`config.mk`:
```
export PLATFORM = sky130hd
export DESIGN_NAME = fft_r22sdf_cmul
export DESIGN_NICKNAME = d
export VERILOG_FILES = /design/src/rtl/fft_pkg.sv /design/src/rtl/fft_round_sat.sv /design/src/rtl/fft_r22sdf_cmul.sv
export SDC_FILE = /design/constraint.sdc
export NUM_CORES = 2
export LEC_CHECK = 0
export CORE_MARGIN = 10
export CORE_UTILIZATION = 51
export DETAILED_ROUTE_END_ITERATION = 10
export PLACE_DENSITY = 0.76
export SLEW_MARGIN = 20
export SYNTH_ARGS = -nofsm -noshare
export SYNTH_HDL_FRONTEND = slang
export SYNTH_SLANG_ARGS = --single-unit
```
`constraint.sdc`:
```
create_clock -name clk_i -period 15.2 [get_ports clk_i]
set_clock_uncertainty 0.15 [all_clocks]
set_input_delay 2.28 -clock clk_i [delete_from_list [all_inputs] [get_ports clk_i]]
set_output_delay 2.28 -clock clk_i [all_outputs]
set_load 0.005 [all_outputs]
```
`src/rtl/fft_pkg.sv`:
```
// Shared constants for the R22SDF twiddle multiplier: rounding mode selectors and pipeline depth.
package fft_pkg;

    localparam int ROUND_TRUNC  = 0;
    localparam int ROUND_CONV   = 1;
    localparam int CMUL_LATENCY = 5;

endpackage : fft_pkg

```
`src/rtl/fft_round_sat.sv`:
```
// Combinational scale-by-2^-SHIFT with floor or round-half-to-even, followed by saturation.
module fft_round_sat
    import fft_pkg::*;
#(
    parameter int IN_WIDTH   = 36,
    parameter int SHIFT      = 9,
    parameter int OUT_WIDTH  = 25,
    parameter int ROUND_MODE = ROUND_CONV
) (
    input  logic signed [IN_WIDTH-1:0]  value_i,
    output logic signed [OUT_WIDTH-1:0] value_o,
    output logic                        clamp_o
);

    // One extra bit above the shifted value so the round-up increment can never wrap.
    localparam int QW = IN_WIDTH - SHIFT + 1;
    localparam logic [SHIFT-1:0]     HALF = {1'b1, {(SHIFT-1){1'b0}}};
    localparam logic signed [QW-1:0] MAXV = {{(QW-OUT_WIDTH+1){1'b0}}, {(OUT_WIDTH-1){1'b1}}};
    localparam logic signed [QW-1:0] MINV = {{(QW-OUT_WIDTH+1){1'b1}}, {(OUT_WIDTH-1){1'b0}}};

    logic signed [QW-1:0] quot;
    logic signed [QW-1:0] rounded;
    logic [SHIFT-1:0]     frac;
    logic                 roundUp;
    logic                 overHigh;
    logic                 underLow;

    assign quot     = {value_i[IN_WIDTH-1], value_i[IN_WIDTH-1:SHIFT]};
    assign frac     = value_i[SHIFT-1:0];
    assign roundUp  = (ROUND_MODE == ROUND_CONV) &&
                      ((frac > HALF) || ((frac == HALF) && quot[0]));
    assign rounded  = quot + {{(QW-1){1'b0}}, roundUp};
    assign overHigh = rounded > MAXV;
    assign underLow = rounded < MINV;

    assign clamp_o  = overHigh || underLow;
    assign value_o  = overHigh ? MAXV[OUT_WIDTH-1:0] :
                      underLow ? MINV[OUT_WIDTH-1:0] : rounded[OUT_WIDTH-1:0];

endmodule : fft_round_sat

```
`src/rtl/fft_r22sdf_cmul.sv`:
```
// Five-stage pipelined complex twiddle multiplier (3-multiply Karatsuba) with rounding,
// saturation, sticky overflow and per-frame twiddle conjugation for inverse transforms.
module fft_r22sdf_cmul
    import fft_pkg::*;
#(
    parameter int DATA_WIDTH    = 25,
    parameter int TWIDDLE_WIDTH = 10,
    parameter int NLOG2         = 10,
    parameter int ROUND_MODE    = ROUND_CONV
) (
    input  logic                         clk_i,
    input  logic                         rst_i,
    input  logic                         valid_i,
    input  logic [NLOG2-1:0]             ctr_i,
    input  logic                         inv_i,
    input  logic signed [DATA_WIDTH-1:0] x_re_i,
    input  logic signed [DATA_WIDTH-1:0] x_im_i,
    input  logic signed [TWIDDLE_WIDTH-1:0] w_re_i,
    input  logic signed [TWIDDLE_WIDTH-1:0] w_im_i,
    input  logic                         ovf_clr_i,
    output logic                         valid_o,
    output logic [NLOG2-1:0]             ctr_o,
    output logic signed [DATA_WIDTH-1:0] z_re_o,
    output logic signed [DATA_WIDTH-1:0] z_im_o,
    output logic                         ovf_o
);

    localparam int DW = DATA_WIDTH;
    localparam int TW = TWIDDLE_WIDTH;
    localparam int PW = DW + TW + 2;

    logic                 inv_q;
    logic [3:0]           vPipe_q;
    logic [3:0][NLOG2-1:0] ctrPipe_q;

    logic signed [DW-1:0] a1_q, b1_q, a2_q, b2_q;
    logic signed [TW:0]   c1_q, d1_q, c2_q;
    logic signed [DW:0]   e2_q;
    logic signed [TW+1:0] s2_q, t2_q;
    logic signed [PW-1:0] f3_q, p13_q, p23_q;
    logic signed [PW-1:0] re4_q, im4_q;

    logic                 valid_q, ovf_q;
    logic [NLOG2-1:0]     ctr_q;
    logic signed [DW-1:0] zRe_q, zIm_q;

    logic                 invEff;
    logic signed [TW:0]   wImExt;
    logic signed [TW:0]   d1_d;
    logic signed [DW-1:0] zRe_d, zIm_d;
    logic                 clampRe, clampIm;

    // The frame-start sample must already see its own inv_i, so bypass the mode register.
    assign invEff = (valid_i && (ctr_i == '0)) ? inv_i : inv_q;
    assign wImExt = {w_im_i[TW-1], w_im_i};
    assign d1_d   = invEff ? -wImExt : wImExt;

    always_ff @(posedge clk_i or posedge rst_i) begin
        if (rst_i) begin
            inv_q     <= 1'b0;
            vPipe_q   <= '0;
            ctrPipe_q <= '0;
            a1_q  <= '0;  b1_q  <= '0;  c1_q <= '0;  d1_q <= '0;
            a2_q  <= '0;  b2_q  <= '0;  c2_q <= '0;
            e2_q  <= '0;  s2_q  <= '0;  t2_q <= '0;
            f3_q  <= '0;  p13_q <= '0;  p23_q <= '0;
            re4_q <= '0;  im4_q <= '0;
        end else begin
            if (valid_i && (ctr_i == '0)) begin
                inv_q <= inv_i;
            end
            vPipe_q   <= {vPipe_q[2:0], valid_i};
            ctrPipe_q <= {ctrPipe_q[2:0], ctr_i};

            a1_q <= x_re_i;
            b1_q <= x_im_i;
            c1_q <= {w_re_i[TW-1], w_re_i};
            d1_q <= d1_d;

            a2_q <= a1_q;
            b2_q <= b1_q;
            c2_q <= c1_q;
            e2_q <= {a1_q[DW-1], a1_q} - {b1_q[DW-1], b1_q};
            s2_q <= {c1_q[TW], c1_q} - {d1_q[TW], d1_q};
            t2_q <= {c1_q[TW], c1_q} + {d1_q[TW], d1_q};

            f3_q  <= PW'(c2_q) * PW'(e2_q);
            p13_q <= PW'(b2_q) * PW'(s2_q);
            p23_q <= PW'(a2_q) * PW'(t2_q);

            re4_q <= p13_q + f3_q;
            im4_q <= p23_q - f3_q;
        end
    end

    fft_round_sat #(
        .IN_WIDTH  (PW),
        .SHIFT     (TW - 1),
        .OUT_WIDTH (DW),
        .ROUND_MODE(ROUND_MODE)
    ) u_round_re (
        .value_i(re4_q),
        .value_o(zRe_d),
        .clamp_o(clampRe)
    );

    fft_round_sat #(
        .IN_WIDTH  (PW),
        .SHIFT     (TW - 1),
        .OUT_WIDTH (DW),
        .ROUND_MODE(ROUND_MODE)
    ) u_round_im (
        .value_i(im4_q),
        .value_o(zIm_d),
        .clamp_o(clampIm)
    );

    // Outputs hold across bubbles; a new clamp outranks a coincident clear.
    always_ff @(posedge clk_i or posedge rst_i) begin
        if (rst_i) begin
            valid_q <= 1'b0;
            ctr_q   <= '0;
            zRe_q   <= '0;
            zIm_q   <= '0;
            ovf_q   <= 1'b0;
        end else begin
            valid_q <= vPipe_q[3];
            if (vPipe_q[3]) begin
                ctr_q <= ctrPipe_q[3];
                zRe_q <= zRe_d;
                zIm_q <= zIm_d;
            end
            if (vPipe_q[3] && (clampRe || clampIm)) begin
                ovf_q <= 1'b1;
            end else if (ovf_clr_i) begin
                ovf_q <= 1'b0;
            end
        end
    end

    assign valid_o = valid_q;
    assign ctr_o   = ctr_q;
    assign z_re_o  = zRe_q;
    assign z_im_o  = zIm_q;
    assign ovf_o   = ovf_q;

endmodule : fft_r22sdf_cmul

```
==> out/summary.md <==
Synth
* **Warnings, synthesis** 0
* **number of instances in the synthesized netlist** 5095
* **portion of the post-synthesis area used by sequential elements** 24.07%
* **Avg Synthesized Cell Area** 9.611 sq um
* **area fraction of the dominant cell type after synthesis** 31.07%
* **area leader, netlist** fa_1
* **proportion of synthesized flip-flops having asynchronous set or reset** 100.0%
* **cell area after technology mapping** 48970 sq um
* **post-synthesis cell type count** 89
* **Main synth FF type** dfrtp_1
* **number of synthesized flops with an enable pin** 0
* **synth top area cells** fa_1 (31%), dfrtp_1 (24%), ha_1 (9.1%)
* **FF+latch count, synth** 471
* **leading cell type by number of instances after synthesis** inv_1
* **top cells by count, synth** inv_1 (1031), fa_1 (760), nand2_1 (643)
* **net count after synthesis** 6297

Die
* **die area** 108800 sq um
* **Floorplan Core Area** 95150 sq um
* **Ports** 147
* **DIE WIDTH** 329.9 um
* **Starting Density** 51.46%
* **die height** 329.9 um
* **number of cell rows** 113

Worst setup path
* **kind of end point of the critical path** register
* **worst reg2reg endpoint** p23_q[36]
* **critical path data required time** 15.64 ns
* **arrival time at the worst endpoint** 7.40 ns
* **Critical Path Fanout Max** 25
* **worst reg-to-reg setup slack** 8.24 ns
* **R2R depth** 20
* **CP Class** reg2reg
* **worst reg2reg path startpoint** t2_q[6]
* **CP startpoint kind** register

STA
* **final slew viol count** 0
* **max frequency** 143.6 MHz
* **fin crit share** 45.80%
* **final period demand of the worst path** 6.962 ns
* **worst hold slack after final layout** 0.1900 ns
* **Relative slew margins** 20.84%
* **setup repair after global routing missed its margin** no
* **summed negative setup slack over all endpoints** 0 ns
* **Least-Margin Pin Slew** 1.187 ns
* **# setup viols final** 0
* **final hold violations** 0

Worst hold path
* **number of cells traversed by the worst hold path** 0
* **class of the worst hold path** reg2reg
* **hold path endpoint** vPipe_q[1]
* **worst min-delay path startpoint** vPipe_q[0]

Final layout
* **net count of the finished layout** 6329
* **fraction of final layout cells with drive strength greater than 1** 3.557%
* **non-filler cells in the finished layout** 6438
* **count of inserted antenna diode cells** 0
* **relative area change from synthesis to final layout** 9.097%

Routing
* **vias per std cell** 5.365
* **final wirelength** 125800 um
* **Via Count** 34540
* **Antenna Violating Nets Remaining** 0
* **Iter 0 DRT Violations** 2377
* **number of remaining DRC errors** 0
* **drt pass-1 iters** 5
* **routed wirelength normalized by instance count** 19.54 um

GRT
* **met1 GRT Util** 31.36%
* **GRT met3 Usage** 4.975%
* **Most Crowded Layer GR** met2
* **antenna violations before repair** 2
* **global-route usage over all layers** 23.70%
* **Overflow after GRT** 0
* **maximum number of pins on one net before global-route repair** 139
* **global-route wire length before repair** 202700 um
* **vias in the first global route** 36530
* **met2 track utilization from global routing** 36.91%

Clocking
* **H-tree level count** 2
* **clock-pin slew on the worst setup and hold paths** 0.07 ns
* **clock latency of the later-clocked register in the worst-skew pair** 0.67 ns
* **buffers from clock root to sink, at most** 3
* **Hold Buf Count CTS** 0
* **clock sinks** 471
* **CTS tree** yes
* **buffers inserted by post-CTS timing repair** 0
* **clock buffers created by TritonCTS** 56
* **count of cells resized by post-cts repair** 0
* **Clock Root Buffer** clkbuf_16

Run status
* **run status** finished clean

Job
* **Max-Cap Viols** 0

Place
* **half-perimeter wire length after detailed placement** 100600 um
* **final RePlAce weighted congestion** 0.9430
* **Inst Count DP** 6334
* **number of port buffers** 146

==> layout make-up <==
cell class / instances / area [sq um]
Timing Repair Buffer: 160 / 1579
Multi-Input combinational cell: 3407 / 32610
Sequential cell: 471 / 11800
Clock buffer: 64 / 1503
Fill cell: 8143 / 41730
Inverter: 1031 / 3874
Clock inverter: 40 / 481.7
Tap cell: 1265 / 1583
==> per-stage QoR <==
step	setup WS, ns	instance area (sq um)	utilization, %
5_1_grt	7.887	53420	56.14
2_1_floorplan	6.391	48970	-
3_5_place_dp	8.318	51430	54.05
3_3_place_gp	8.414	51430	54.05
6_report	8.238	53420	56.14
4_1_cts	8.289	53410	56.13
==> sequential cells by signal, summed over array words and instances (netlist names), 4 cells and up <==
| register | count |
|---|---|
| p23_q | 37 |
| ctr_o | 10 |
| im4_q | 37 |
| c1_q | 10 |
| a1_q | 25 |
| a2_q | 25 |
| ctrPipe_q | 40 |
| z_im_o | 25 |
| f3_q | 36 |
| t2_q | 12 |
| vPipe_q | 4 |
| z_re_o | 25 |
| b2_q | 25 |
| re4_q | 37 |
| p13_q | 37 |
| d1_q | 11 |
| e2_q | 26 |
| b1_q | 25 |
| c2_q | 10 |
| s2_q | 11 |
==> cell usage in the layout (no fill, tap or decap), types with 7 or more instances in the layout <==
cell type and instances:
a21o_1 83, nand2_1 643, xor2_1 85, clkinv_2 9
nand4_1 22, dfrtp_1 466, o21a_1 31, clkinvlp_4 8
o21ai_0 98, inv_1 1030, buf_4 13, nor3_1 32
and2_1 249, clkdlybuf4s50_1 146, o21ai_1 12, ha_1 357
a21boi_0 11, and3_1 26, mux2_2 15, o21bai_1 29
clkbuf_16 57, a31oi_1 11, xnor2_1 171, bufinv_16 7
nor2b_1 24, nor4_1 12, a211oi_1 11, nand3_1 62
nor2_1 234, nand2b_1 40, inv_6 8, a21oi_1 258
fa_1 760
==> routing by layer <==
metal	share of wire, %	wire [um]
met1	41	51500
met2	45	56180
met3	8.9	11160
met4	5.5	6977
met5	0	0
==> cell families (layout without fill, tap and decap cells) <==
family                     after synthesis  after routing  synth area share (%)
muxes                                   18             18                0.4063
xor gates and xnor gates               256            256                 4.579
buffers and inverters                 1217           1295                 9.350
and+or+nand+nor                       1383           1383                 13.14
AOI/OAI and AO/OA                      633            633                 8.264
DFF                                    471            471                 24.07
adders and majority gates             1117           1117                 40.19
==> worst max-delay path, cell delays in order (launching register included) <==
cell and delay, ns:
dfrtp_1 1.07, nand2_1 0.19, fa_1 0.59, inv_1 0.06, fa_1 0.56, fa_1 0.43, fa_1 0.49, inv_1 0.05
fa_1 0.47, inv_1 0.04, ha_1 0.33, a21o_1 0.20, a21o_1 0.16, a21oi_1 0.30, o31ai_4 0.16, a2111oi_1 0.70
or4_1 0.24, a21oi_1 0.11, a41o_1 0.26, a21oi_1 0.18, xnor2_1 0.14
==> how the worst max path moves through the flow <==
stage / from / endpoint / slack, ns / cells past startpoint
CTS: t2_q[6] / p23_q[36] / 8.29 / 20
global placement: c2_q[4] / f3_q[34] / 8.41 / 19
floorplan: rst_i / a1_q[0] / 6.39 / 1
detailed placement: t2_q[6] / p23_q[36] / 8.32 / 20
finish: t2_q[6] / p23_q[36] / 8.24 / 20
global route: c2_q[4] / f3_q[35] / 7.89 / 20
Power is not shown: default switching activity piles up to over one toggle a cycle in this logic, so the estimate is an artifact.
